===== src/rtl/tinyproc_mem_pkg.sv =====
// Shared types and defaults for the tinyproc memory port arbiter.
package tinyproc_mem_pkg;

    localparam int unsigned ADDR_W_DEF = 32;
    localparam int unsigned DATA_W_DEF = 32;

    localparam logic OP_READ  = 1'b0;
    localparam logic OP_WRITE = 1'b1;

    typedef enum logic [1:0] {
        IDLE  = 2'd0,
        ISSUE = 2'd1,
        RESP  = 2'd2
    } state_t;

endpackage


===== src/rtl/rr_arb2.sv =====
// Two-way round-robin picker: ptr names the requester that wins a tie.
module rr_arb2 (
    input  logic [1:0] req,
    input  logic       ptr,
    input  logic       advance,
    output logic [1:0] gnt,
    output logic       next_ptr
);

    always_comb begin
        gnt      = 2'b00;
        next_ptr = ptr;
        if (req == 2'b11) begin
            gnt = ptr ? 2'b10 : 2'b01;
            // Only a contended grant moves the pointer; a lone requester keeps winning.
            if (advance) begin
                next_ptr = ~ptr;
            end
        end else begin
            gnt = req;
        end
    end

endmodule


===== src/rtl/mem_port_arbiter.sv =====
// Shares the tinyproc memory between fetch (port 0) and load/store (port 1).
// Optional DUAL_READ_EN grants two concurrent reads via the memory's A and B read ports.
module mem_port_arbiter
    import tinyproc_mem_pkg::*;
#(
    parameter int unsigned ADDR_W = ADDR_W_DEF,
    parameter int unsigned DATA_W = DATA_W_DEF
) (
    input  logic              clk,
    input  logic              rst,
    input  logic              p0_valid,
    input  logic              p0_write,
    input  logic [ADDR_W-1:0] p0_addr,
    input  logic [DATA_W-1:0] p0_wdata,
    output logic              p0_ready,
    output logic              p0_rvalid,
    output logic [DATA_W-1:0] p0_rdata,
    input  logic              p1_valid,
    input  logic              p1_write,
    input  logic [ADDR_W-1:0] p1_addr,
    input  logic [DATA_W-1:0] p1_wdata,
    output logic              p1_ready,
    output logic              p1_rvalid,
    output logic [DATA_W-1:0] p1_rdata,
    output logic [ADDR_W-1:0] mem_ra,
    output logic [ADDR_W-1:0] mem_rb,
    output logic [ADDR_W-1:0] mem_rc,
    output logic              mem_write,
    input  logic [DATA_W-1:0] mem_data_a,
    input  logic [DATA_W-1:0] mem_data_b
);

    state_t      state;
    logic        rr_ptr;
    logic        op_kind;
    logic [1:0]  op_port;

    logic [1:0]        req_c;
    logic [1:0]        gnt_c;
    logic [1:0]        take_c;
    logic              next_ptr_c;
    logic              advance_c;
    logic              dual_c;
    logic              sel1_c;
    logic              kind_c;
    logic [ADDR_W-1:0] addr_c;
    logic [DATA_W-1:0] wdata_c;
    logic [DATA_W-1:0] rd1_c;

    assign req_c = {p1_valid, p0_valid};

`ifdef DUAL_READ_EN
    assign dual_c = p0_valid & p1_valid & (p0_write == OP_READ) & (p1_write == OP_READ);
    assign rd1_c  = (op_port == 2'b11) ? mem_data_b : mem_data_a;
`else
    logic unused_data_b;
    assign dual_c        = 1'b0;
    assign rd1_c         = mem_data_a;
    assign unused_data_b = ^mem_data_b;
`endif

    assign advance_c = (state == IDLE) & ~dual_c;

    rr_arb2 u_arb (
        .req      (req_c),
        .ptr      (rr_ptr),
        .advance  (advance_c),
        .gnt      (gnt_c),
        .next_ptr (next_ptr_c)
    );

    // Grant is combinational and only offered in IDLE outside reset.
    assign take_c   = ((state == IDLE) && !rst) ? (dual_c ? 2'b11 : gnt_c) : 2'b00;
    assign p0_ready = take_c[0];
    assign p1_ready = take_c[1];

    assign sel1_c  = gnt_c[1] & ~dual_c;
    assign kind_c  = sel1_c ? p1_write : p0_write;
    assign addr_c  = sel1_c ? p1_addr  : p0_addr;
    assign wdata_c = sel1_c ? p1_wdata : p0_wdata;

    always_ff @(posedge clk or posedge rst) begin
        if (rst) begin
            state     <= IDLE;
            rr_ptr    <= 1'b0;
            op_kind   <= OP_READ;
            op_port   <= 2'b00;
            mem_ra    <= '0;
            mem_rb    <= '0;
            mem_rc    <= '0;
            mem_write <= 1'b0;
            p0_rvalid <= 1'b0;
            p1_rvalid <= 1'b0;
            p0_rdata  <= '0;
            p1_rdata  <= '0;
        end else begin
            case (state)
                IDLE: begin
                    if (|take_c) begin
                        state     <= ISSUE;
                        rr_ptr    <= next_ptr_c;
                        op_kind   <= kind_c;
                        op_port   <= take_c;
                        // Memory writes take their data through RA, address through RC.
                        mem_ra    <= (kind_c == OP_WRITE) ? ADDR_W'(wdata_c) : addr_c;
                        mem_rc    <= (kind_c == OP_WRITE) ? addr_c : '0;
                        mem_rb    <= dual_c ? p1_addr : '0;
                        mem_write <= (kind_c == OP_WRITE);
                    end
                end
                ISSUE: begin
                    state     <= RESP;
                    mem_ra    <= '0;
                    mem_rb    <= '0;
                    mem_rc    <= '0;
                    mem_write <= 1'b0;
                    if (op_port[0]) begin
                        p0_rvalid <= 1'b1;
                        p0_rdata  <= (op_kind == OP_READ) ? mem_data_a : '0;
                    end
                    if (op_port[1]) begin
                        p1_rvalid <= 1'b1;
                        p1_rdata  <= (op_kind == OP_READ) ? rd1_c : '0;
                    end
                end
                RESP: begin
                    state     <= IDLE;
                    p0_rvalid <= 1'b0;
                    p1_rvalid <= 1'b0;
                end
                default: begin
                    state <= IDLE;
                end
            endcase
        end
    end

endmodule


===== config.mk =====
export PLATFORM = sky130hd
export DESIGN_NAME = mem_port_arbiter
export DESIGN_NICKNAME = d
export VERILOG_FILES = /design/src/rtl/tinyproc_mem_pkg.sv /design/src/rtl/rr_arb2.sv /design/src/rtl/mem_port_arbiter.sv
export SDC_FILE = /design/constraint.sdc
export NUM_CORES = 1
export LEC_CHECK = 0
export ABC_AREA = 1
export ABC_CLOCK_PERIOD_IN_PS = 5700
export CAP_MARGIN = 20
export CELL_PAD_IN_SITES_DETAIL_PLACEMENT = 0
export CELL_PAD_IN_SITES_GLOBAL_PLACEMENT = 1
export CORE_MARGIN = 2
export CORE_UTILIZATION = 27
export DETAILED_ROUTE_END_ITERATION = 10
export PLACE_DENSITY = 0.87
export SKIP_CTS_REPAIR_TIMING = 1
export SYNTH_ARGS = -nofsm -noshare
export SYNTH_HDL_FRONTEND = slang
export SYNTH_HIERARCHICAL = 1
export SYNTH_SLANG_ARGS = --single-unit

===== constraint.sdc =====
create_clock -name clk -period 5.7 [get_ports clk]
set_input_delay 0.57 -clock clk [delete_from_list [all_inputs] [get_ports clk]]
set_output_delay 0.57 -clock clk [all_outputs]
set_load 0.05 [all_outputs]

# ---- Word-level counts from Yosys, hierarchy flattened
# Index checks and enable logic that the tools add are counted.
# W data, S select, Z words.
dict set report totals {
  out_inout_bits 165
  ff_bits 169
  inputBits 198
  wordCells 55
}
dict set report classes {
  muxes 23
  n_reduce_logical 13
  n_bitwise 1
  n_eq_ne 6
}
# cell count
set ops {}
lappend ops {{$mux W32} 8}
lappend ops {{$pmux W32 S2} 3}
lappend ops {{$reduce_and A2 Y1} 6}
lappend ops {{$mux W2} 4}
lappend ops {{$pmux W1 S2} 3}
lappend ops {{$eq A2 B2 Y1 const B} 2}
lappend ops {{$mux W1} 4}
lappend ops {{$ne A2 B2 Y1 const B} 2}
lappend ops {{$pmux W2 S2} 1}
lappend ops {{$reduce_bool A2 Y1} 2}
lappend ops {{$reduce_and A3 Y1} 1}
lappend ops {{$eq A2 B1 Y1 const B} 1}
lappend ops {{$logic_not A2 Y1} 1}
lappend ops {{$ne A2 B1 Y1 const B} 1}
lappend ops {{$reduce_or A2 Y1} 1}
lappend ops {{$logic_and A1 B1 Y1} 1}
lappend ops {{$logic_not A1 Y1} 1}
lappend ops {{$not A1 Y1} 1}

# ---- Longest topological paths before layout
# Gate-level depths: netlist of the first run.
dict set report logic_depth {
  word_depth 6
  depth_mapped 11
  ltp_nobuf 9
}

# ---- Cells and area by module
# Netlist of the first run, hierarchy kept.
# mod cells_each n_inst seq_area_each_um2 area_per_inst_um2
set modules_own_cells {}
lappend modules_own_cells {mem_port_arbiter 985 1 3428.3 7039.3}
lappend modules_own_cells {rr_arb2 7 1 0.0 37.5}

# ---- Worst setup path after synthesis of the first run
# No wires, ideal clock.
dict set report synth_path {
  kind {input -> output}
  start {in rst}
  end {out p0_ready}
  path_buffers 0
  arrival_ps 4328
  stages 3
  path_slack_ps 802
  t_required_ps 5130
  path_cell_list {inv_1 -> nand3_1 -> inv_1}
}
dict set report synth_between {
  elab_chain_cells 3
}
# item line_no
set synth_rtl {}
lappend synth_rtl {{from (decl)} mem_port_arbiter.sv:10} ;# input logic rst,
lappend synth_rtl {{$logic_not A1 Y1 (no source line)} --}
lappend synth_rtl {{$logic_and A1 B1 Y1} mem_port_arbiter.sv:73} ;# assign take_c = ((state == IDLE) && !rst) ? (dual_c ? 2'b11 : gnt_c) : 2'b00;
lappend synth_rtl {{$mux W2} mem_port_arbiter.sv:73}
lappend synth_rtl {{to (decl)} mem_port_arbiter.sv:15} ;# output logic p0_ready,
# No other way between the ends.

# ---- Worst setup path after layout of the first run
# Same ends and word-level chain as after synthesis.

==> results of run 1 <==
==> per-layer routing <==
metal	GRT usage (%)	vias up	share of wire [%]
met4	8.20	0	3.5
met3	7.08	37	10
met2	30.3	336	46
met1	22.5	3339	41
li1	-	3538	-
met5	0	-	0
==> critical path, delay by kind of cell <==
family | cells | cell delay (ns)
buffers and inverters | 4 | 1.91
and+or+nand+nor | 1 | 0.26
==> layout by cell type, fill, tap and decap left out <==
cell,Yosys,layout
clkbuf_16,0,17
clkinv_4,0,3
nand4_1,1,1
clkbuf_1,10,1
o211ai_4,0,1
conb_1,1,32
bufinv_16,0,1
nor2_4,1,1
nand2_1,514,512
clkinvlp_4,0,3
o21ai_0,4,4
nor2_2,2,2
inv_1,44,43
clkbuf_8,0,1
nand2_2,1,2
dfrtp_1,137,137
nand2_4,0,1
inv_6,0,4
a21boi_1,2,1
inv_2,1,1
nand3_1,156,156
buf_4,34,10
buf_16,0,2
clkinv_2,0,3
nor2_1,32,32
a21boi_4,0,1
clkdlybuf4s50_1,0,298
==> synth_stat cells, drive strengths merged <==
master and instances:
nand4 1, conb 1, buf 85, inv 45
dfrtp 137, a21boi 2, nor2 35, o211ai 1
clkbuf 10, o21ai 4, nand2 515, nand3 156
==> stage by stage <==
step	hold WS, ns	setup slack (ns)
3_5_place_dp	0.457	2.22
3_3_place_gp	0.454	2.24
2_1_floorplan	0.485	0.802
6_report	0.467	2.39
4_1_cts	0.473	2.29
5_1_grt	0.482	2.18
==> cell families after synthesis <==
logic type | after synthesis | share of synthesized area, %
DFF | 137 | 48.4
AOI/OAI and AO/OA | 7 | 0.672
other | 1 | 0.0530
and+or+nand+nor | 707 | 40.5
buffers and inverters | 140 | 10.3
==> sequential cells by signal, summed over array words and instances, names as in the netlist <==
| name | flops |
|---|---|
| p0_rvalid | 1 |
| op_kind | 1 |
| mem_rc | 32 |
| mem_ra | 32 |
| p0_rdata | 32 |
| mem_write | 1 |
| p1_rvalid | 1 |
| rr_ptr | 1 |
| op_port | 2 |
| p1_rdata | 32 |
| state | 2 |
==> final cells by class <==
class / count / area [µm²] / area share [%]
Sequential cell: 137 / 3430 / 31.9
Timing Repair Buffer: 310 / 3110 / 28.9
Multi-Input combinational cell: 746 / 3060 / 28.5
Clock buffer: 19 / 443 / 4.12
Tap cell: 335 / 419 / 3.89
Inverter: 45 / 174 / 1.62
Clock inverter: 13 / 120 / 1.12
==> final timing paths <==
path	slack [ns]	to	depth (start not counted)
max	2.39	p0_ready	5
min	0.47	p1_rdata[3]$_DFFE_PP0P_	2
max reg2reg	2.93	mem_ra[11]$_DFFE_PP0P_	10
min reg2reg	0.47	p1_rdata[3]$_DFFE_PP0P_	2
max in group asynchronous	3.68	mem_rc[0]$_DFFE_PP0P_	3
min in group asynchronous	0.63	op_port[0]$_DFFE_PP0P_	2
==> report_power, final <==
| part | leakage (nW) | internal [mW] | switching (mW) |
|---|---|---|---|
| logic | 3.49 | 0.996 | 2.29 |
| registers | 1.78 | 1.36 | 0.216 |
| clock network | 0.270 | 0.616 | 0.460 |
| total | 5.55 | 2.97 | 2.97 |
==> results.md, run 1 <==
* Gr usage total at 18.8%
* Cell chain of the critical path: clkdlybuf4s50_1 > inv_6 > nand3_1 > inv_1 > clkdlybuf4s50_1
* Pwr Total at 5.94 mW
* CORE AREA at 0.0259 mm²
* # setup viols final at 0
* Max Cap Violations at 0
* Initial DRC Count at 543
* Final hold vios at 0
* Final #Nets at 1455
* CP arrival at 2.74 ns
* Drc violations at 0
* Area leader, netlist: dfrtp_1
* Worst hold path class: flip-flop to flip-flop
* Hold_sp: p1_rdata[3]$_DFFE_PP0P_
* Top post-synthesis cells by area: dfrtp_1 (48%), nand2_1 (27%), nand3_1 (11%)
* Placed cell count at 1573
* P&R area growth vs syn at 52.1%
* Register bit total from synthesis at 137
* Clock skew at 0.0136 ns
* Post-DP HPWL at 18.7 mm
* Post-Synthesis Cells at 992
* Placer congestion estimate at 0.828
* Max incr delay on CP at 0.81 ns
* First-pass GRT wire length at 40.5 mm
* Grt ovf at 0
* Drt first pass iters at 5
* Clk slew on worst S/H paths at 0.06 ns
* Largest net degree at the start of global routing at 89
* Vias per std cell at 4.52
* Initial antenna violation count at 1
* Max clock buf depth at 2
* Clock sink total at 137
* Setup TNS at 0 ns
* Cell area after synthesis at 0.00708 mm²
* Worst path slowest cell: clkdlybuf4s50_1
* Starting density of the core at 27.3%
* Via count at 7250
* Chip height at 166 µm
* Post-synthesis sequential area ratio at 48.4%
* Crit-path most repeated cell: clkdlybuf4s50_1
* Maximum VDD drop at 0.000372 V
* Root Driver: clkbuf_16
* Drt total wl at 26.6 mm
* WL/cell at 16.6 µm
* Top cell type's share of synthesized area at 48.4%
* CP endpoint kind: primary output
* Fin area at 0.0108 mm²
* Io pins at 363
* RSZ-0062 raised after global routing: no
* Post-Layout Cell Count at 1605
* Mapped Avg Cell Area at 7.13 µm²
* Type of origin of the critical path: primary input
* Count of unique library cells instantiated by Yosys at 19
* WS Path Type: primary input to primary output
* Final design utilization at 41.5%
* Worst rel slew slack at 30.9%
* CP startpoint: rst
* Power per Cell Area at 552 mW/mm²
* Share of layout cells above drive strength 1 at 4.17%
* CTS tree: built
* Max FO, Critical Path at 69
* FF-to-FF Start: rr_ptr$_DFFE_PP0P_
* Final Cycle Share at 58.1%
* Pleak at 5.55 nW
* Clk Latency, worst-skew pair at 0.42 ns
* Outcome: completed
* Die Span X at 166 µm
* Ant diodes at 0
* Yosys Warn Count at 6
* ANT nets after route at 0
* Cell Rows at 59
* TritonCTS Buffers at 17
* Pins over their slew limit at 0
* DP Area at 0.0102 mm²
* Crit path time final at 3.31 ns
* PortBufs at 298
* Die footprint at 0.0275 mm²
* Vias in the first global route at 6981
* # H-tree levels at 4
* Fmax achieved at 302 MHz
* Worst-Margin Slew at 1.04 ns
* CP required at 5.13 ns
* Fill cells at 2666
(Power assumes the default switching activity.)
==> run 2: changes to the inputs <==
--- a/config.mk
+++ b/config.mk
@@ -6,7 +6,7 @@
 export NUM_CORES = 1
 export LEC_CHECK = 0
 export ABC_AREA = 1
-export ABC_CLOCK_PERIOD_IN_PS = 5700
+export ABC_CLOCK_PERIOD_IN_PS = 3390
 export CAP_MARGIN = 20
 export CELL_PAD_IN_SITES_DETAIL_PLACEMENT = 0
 export CELL_PAD_IN_SITES_GLOBAL_PLACEMENT = 1
==> constraint.sdc (replaced) <==
create_clock -name clk -period 3.39 [get_ports clk]
set_input_delay 0.339 -clock clk [delete_from_list [all_inputs] [get_ports clk]]
set_output_delay 0.339 -clock clk [all_outputs]
set_load 0.05 [all_outputs]
==> results.md, run 2 (synthesis results as in run 1) <==
* CP endpoint kind: primary output (unchanged)
* Initial antenna violation count at 2 (was 1)
* Worst-Margin Slew at 0.999 ns (was 1.04 ns)
* CP required at 3.05 ns (was 5.13 ns)
* PortBufs at 298 (unchanged)
* CORE AREA at 0.0259 mm² (unchanged)
* Gr usage total at 18.9% (was 18.8%)
* WS Path Type: primary input to primary output (unchanged)
* Worst Reg-to-Reg Cells at 10 (unchanged)
* CP arrival at 2.32 ns (was 2.74 ns)
* Max FO, Critical Path at 4 (was 69)
* Power per Cell Area at 927 mW/mm² (was 552 mW/mm²)
* Drc violations at 0 (unchanged)
* Largest net degree at the start of global routing at 87 (was 89)
* R2R Setup Slk at 1.43 ns (was 2.93 ns)
* Crit path time final at 2.66 ns
* Cell Rows at 59 (unchanged)
* Worst rel slew slack at 33.4% (was 30.9%)
* Clock skew at 0.00616 ns (was 0.0136 ns)
* Setup TNS at 0 ns (unchanged)
* Grt ovf at 0 (unchanged)
* Most frequent cells in the layout: nand2_1 (512), clkdlybuf4s50_1 (298), nand3_1 (156) (unchanged)
* CTS tree: built (unchanged)
* Fmax achieved at 376 MHz
* Worst hold slack at 0.203 ns (was 0.467 ns)
* Post-DP HPWL at 18.6 mm (was 18.7 mm)
* WL/cell at 16.3 µm (was 16.6 µm)
* Clk slew on worst S/H paths at 0.06 ns (about the same)
* Max clock buf depth at 2 (unchanged)
* RR Endpoint: mem_ra[15]$_DFFE_PP0P_ (was mem_ra[11]$_DFFE_PP0P_)
* P&R area growth vs syn at 52.8% (was 52.1%)
* Share of layout cells above drive strength 1 at 4.55% (was 4.17%)
* Drt first pass iters at 5 (unchanged)
* Most common cell after layout, fill and taps aside: nand2_1 (unchanged)
* Pins over their slew limit at 0 (unchanged)
* Fill cells at 2684 (was 2666)
* Ant diodes at 0 (unchanged)
* TritonCTS Buffers at 17 (unchanged)
* Final Cycle Share at 78.4%
* Starting density of the core at 27.3% (unchanged)
* Root Driver: clkbuf_16 (unchanged)
* Outcome: completed (unchanged)
* # setup viols final at 0 (unchanged)
* Die Span X at 166 µm (unchanged)
* Die footprint at 0.0275 mm² (unchanged)
* Vias in the first global route at 7040 (was 6981)
* Final hold vios at 0 (unchanged)
* Pleak at 5.57 nW (was 5.55 nW)
* Reg area at 0.00343 mm² (unchanged)
* Chip height at 166 µm (unchanged)
* CP startpoint: p0_valid (was rst)
* Worst hold path class: primary input to async pin (was flip-flop to flip-flop)
* Placer congestion estimate at 0.836 (was 0.828)
* ANT nets after route at 0 (unchanged)
* Final #Nets at 1460 (was 1455)
* Clock sink total at 137 (unchanged)
* Type of origin of the critical path: primary input (unchanged)
* Drt total wl at 26.3 mm (was 26.6 mm)
* Worst Setup EP: p0_ready (unchanged)
* Maximum VDD drop at 0.000504 V (was 0.000372 V)
* Vias per std cell at 4.49 (was 4.52)
* Clk Latency, worst-skew pair at 0.41 ns (was 0.42 ns)
* Max Cap Violations at 0 (unchanged)
* Multi-input logic area at 0.00306 mm² (unchanged)
* Io pins at 363 (unchanged)
* RSZ-0062 raised after global routing: no (unchanged)
* Via count at 7224 (was 7250)
* FF-to-FF Start: rr_ptr$_DFFE_PP0P_ (unchanged)
* # H-tree levels at 4 (unchanged)
* Initial DRC Count at 509 (was 543)
* First-pass GRT wire length at 40.5 mm (about the same)
-- run 2: per-layer routing --
metal	global-route usage (%)	share of wire [%]	vias to the layer above
li1	-	-	3548
met2	29.9	46	286
met4	6.88	2.6	0
met1	23.4	42	3356
met3	7.58	9.6	34
met5	0	0	-
-- run 2: how the worst min path moves through the flow --
stage                     depth (start not counted)  slack [ns]                     start                       end
after floorplan                                   2        0.49        rr_ptr$_DFFE_PP0P_        rr_ptr$_DFFE_PP0P_
after global placement                            2        0.45   p0_rdata[4]$_DFFE_PP0P_   p0_rdata[4]$_DFFE_PP0P_
after detailed placement                          2        0.46  p0_rdata[27]$_DFFE_PP0P_  p0_rdata[27]$_DFFE_PP0P_
after CTS                                         2        0.20                       rst        rr_ptr$_DFFE_PP0P_
after global routing                              2        0.19                       rst        rr_ptr$_DFFE_PP0P_
final                                             2        0.20                       rst        rr_ptr$_DFFE_PP0P_
-- run 2: cell type report --
type / count / share of cell area [%]
clock buffers: 18 / 3.97
clock inverters: 14 / 1.30
inverters: 45 / 1.60
multi-input cells: 746 / 28.3
flip-flops and latches: 137 / 31.7
well taps: 335 / 3.88
repair buffers: 315 / 29.2
-- run 2: report_power, final --
group	switching, mW	total (mW)	internal [mW]
Clock	0.827	1.86	1.03
Combinational	3.84	5.52	1.68
Sequential	0.368	2.65	2.28
-- run 2: worst max-delay path, stage by stage --
cell and delay [ns]:
clkdlybuf4s50_1 0.56, a21boi_1 0.33, nand3_1 0.18, inv_1 0.10, clkdlybuf4s50_1 0.80
-- run 2: stage by stage --
stage | instance area [µm²] | utilization (%) | std cells | setup slack, ns | power [mW]
after detailed placement | 10200 | 39.5 | 1577 | 0.725 | 8.24
after global routing | 10800 | 41.7 | 1610 | 0.598 | 10.6
after floorplan | 7200 | - | 1023 | 0.0562 | 6.22
after CTS | 10800 | 41.7 | 1609 | 0.719 | 10.2
final | 10800 | 41.7 | 1610 | 0.732 | 10.0
after global placement | 10200 | 39.5 | 1577 | 0.754 | 8.19
==> run 3: changes to the inputs <==
--- a/config.mk
+++ b/config.mk
@@ -6,14 +6,14 @@
 export NUM_CORES = 1
 export LEC_CHECK = 0
 export ABC_AREA = 1
-export ABC_CLOCK_PERIOD_IN_PS = 3390
+export ABC_CLOCK_PERIOD_IN_PS = 2250
 export CAP_MARGIN = 20
 export CELL_PAD_IN_SITES_DETAIL_PLACEMENT = 0
 export CELL_PAD_IN_SITES_GLOBAL_PLACEMENT = 1
 export CORE_MARGIN = 2
-export CORE_UTILIZATION = 27
+export CORE_UTILIZATION = 25
 export DETAILED_ROUTE_END_ITERATION = 10
-export PLACE_DENSITY = 0.87
+export PLACE_DENSITY = 0.84
 export SKIP_CTS_REPAIR_TIMING = 1
 export SYNTH_ARGS = -nofsm -noshare
 export SYNTH_HDL_FRONTEND = slang
==> constraint.sdc (replaced) <==
create_clock -name clk -period 2.25 [get_ports clk]
set_input_delay 0.225 -clock clk [delete_from_list [all_inputs] [get_ports clk]]
set_output_delay 0.225 -clock clk [all_outputs]
set_load 0.05 [all_outputs]
==> results.md, run 3 (synthesis results as in run 1) <==
* P&R area growth vs syn at 56.2% (was 52.8%)
* Chip height at 172 µm (was 166 µm)
* CP startpoint: mem_ra[1]$_DFFE_PP0P_ (was p0_valid)
* Pins over their slew limit at 0 (unchanged)
* Die Span X at 172 µm (was 166 µm)
* Worst path bufs/invs at 1 (was 3)
* Cell Rows at 61 (was 59)
* WS Path Type: flip-flop to primary output (was primary input to primary output)
* First-pass GRT wire length at 40.2 mm (was 40.5 mm)
* Worst rel slew slack at 58.4% (was 33.4%)
* Final Cycle Share at 86.0%
* Outcome: completed (unchanged)
* Type of origin of the critical path: flip-flop (was primary input)
* Io pins at 363 (unchanged)
* Fill cells at 2903 (was 2684)
* Most frequent cells in the layout: nand2_1 (512), clkdlybuf4s50_1 (296), nand3_1 (156) (was nand2_1 (512), clkdlybuf4s50_1 (298), nand3_1 (156))
* Initial DRC Count at 340 (was 509)
* RSZ-0062 raised after global routing: no (unchanged)
* Max FO, Critical Path at 2 (was 4)
* Vias in the first global route at 6984 (was 7040)
* Worst hold path class: primary input to async pin (unchanged)
* Placed cell count at 1628 (was 1577)
* Max Cap Violations at 0 (unchanged)
* Drt first pass iters at 4 (was 5)
* # H-tree levels at 4 (unchanged)
* ANT nets after route at 0 (unchanged)
* Drt total wl at 26.6 mm (was 26.3 mm)
* Via count at 7229 (was 7224)
* FF-to-FF Start: rr_ptr$_DFFE_PP0P_ (unchanged)
* WL/cell at 16.0 µm (was 16.3 µm)
* Cell chain of the critical path: clkdlybuf4s50_1 (was clkdlybuf4s50_1 > a21boi_1 > nand3_1 > inv_1 > clkdlybuf4s50_1)
* Clock skew at 0.0139 ns (was 0.00616 ns)
* Met1 WL at 10.8 mm (was 11.1 mm)
* Starting density of the core at 25.4% (was 27.3%)
* Pwr Total at 15.4 mW (was 10.0 mW)
* Cell family with most CP delay: buffers and inverters (unchanged)
* Max clock buf depth at 2 (unchanged)
* Top Metal Used: met4 (unchanged)
* Clk Latency, worst-skew pair at 0.42 ns (was 0.41 ns)
* TritonCTS Buffers at 17 (unchanged)
* PortBufs at 298 (unchanged)
* CP arrival at 1.71 ns (was 2.32 ns)
* Grt ovf at 0 (unchanged)
* Final design utilization at 39.7% (was 41.7%)
* Clk slew on worst S/H paths at 0.06 ns (about the same)
* Fmax achieved at 517 MHz
* Worst path slowest cell: clkdlybuf4s50_1 (unchanged)
* DR WL met2 at 12.8 mm (was 12.0 mm)
* Initial antenna violation count at 0 (was 2)
* Crit path time final at 1.94 ns
* Pleak at 5.67 nW (was 5.57 nW)
* Ant diodes at 0 (unchanged)
* # setup viols final at 0 (unchanged)
* Met3 WL post-DR at 2.50 mm (was 2.52 mm)
* Largest net degree at the start of global routing at 86 (was 87)
* Most common cell after layout, fill and taps aside: nand2_1 (unchanged)
* Die footprint at 0.0297 mm² (was 0.0275 mm²)
* Vias per std cell at 4.35 (was 4.49)
* Drc violations at 0 (unchanged)
* Post-DP HPWL at 19.3 mm (was 18.6 mm)
* Power per Cell Area at 1400 mW/mm² (was 927 mW/mm²)
* CP endpoint kind: primary output (unchanged)
* Final hold vios at 0 (unchanged)
* CP required at 2.03 ns (was 3.05 ns)
* Root Driver: clkbuf_16 (unchanged)
* Worst-Margin Slew at 0.622 ns (was 0.999 ns)
* Fin area at 0.0111 mm² (was 0.0108 mm²)
* CTS tree: built (unchanged)
* Final #Nets at 1467 (was 1460)
* Post-Layout Cell Count at 1660 (was 1610)
* Maximum VDD drop at 0.000448 V (was 0.000504 V)
* Placer congestion estimate at 0.853 (was 0.836)
* Clock sink total at 137 (unchanged)
* Gr usage total at 18.1% (was 18.9%)
* DP Area at 0.0104 mm² (was 0.0102 mm²)
* Max incr delay on CP at 0.86 ns (was 0.80 ns)
* CORE AREA at 0.0279 mm² (was 0.0259 mm²)
* Share of layout cells above drive strength 1 at 5.30% (was 4.55%)
==> run 3: layout make-up <==
class | instances | area (µm²) | share of cell area (%)
inverters | 45 | 173 | 1.56
multi-input cells | 746 | 3060 | 27.7
well taps | 378 | 473 | 4.28
clock buffers | 18 | 439 | 3.97
clock inverters | 14 | 184 | 1.66
flip-flops and latches | 137 | 3430 | 31.0
repair buffers | 322 | 3300 | 29.8
==> run 3: worst paths after layout <==
kind,to,slack [ns],depth (start not counted)
worst min-delay path,rr_ptr$_DFFE_PP0P_,0.09,2
worst max-delay path,mem_ra[1],0.31,1
max in group asynchronous,p0_rdata[31]$_DFFE_PP0P_,0.99,4
min in group clk,p0_rdata[15]$_DFFE_PP0P_,0.43,5
worst max register to register,mem_ra[17]$_DFFE_PP0P_,0.46,9
worst min register to register,p0_rdata[30]$_DFFE_PP0P_,0.47,2
==> run 3: metrics by stage <==
stage | setup TNS [ns] | worst slack (ns) | hold slack (ns)
floorplan | -65.50 | -0.962 | 0.429
global placement | 0 | 0.0764 | 0.453
detailed placement | 0 | 0.0748 | 0.457
CTS | 0 | 0.258 | 0.0804
global route | 0 | 0.173 | 0.0852
finish | 0 | 0.314 | 0.0858
==> run 3: report_power, final <==
group	internal, mW	switching [mW]
clock	1.81	1.22
sequential	3.43	0.574
combinational	2.61	5.80
==> run 3: metal layers <==
metal  global-route usage (%)  up-vias
met1                     21.0     3335
met5                        0        -
li1                         -     3565
met2                     30.8      297
met3                     6.34       32
met4                     6.65        0
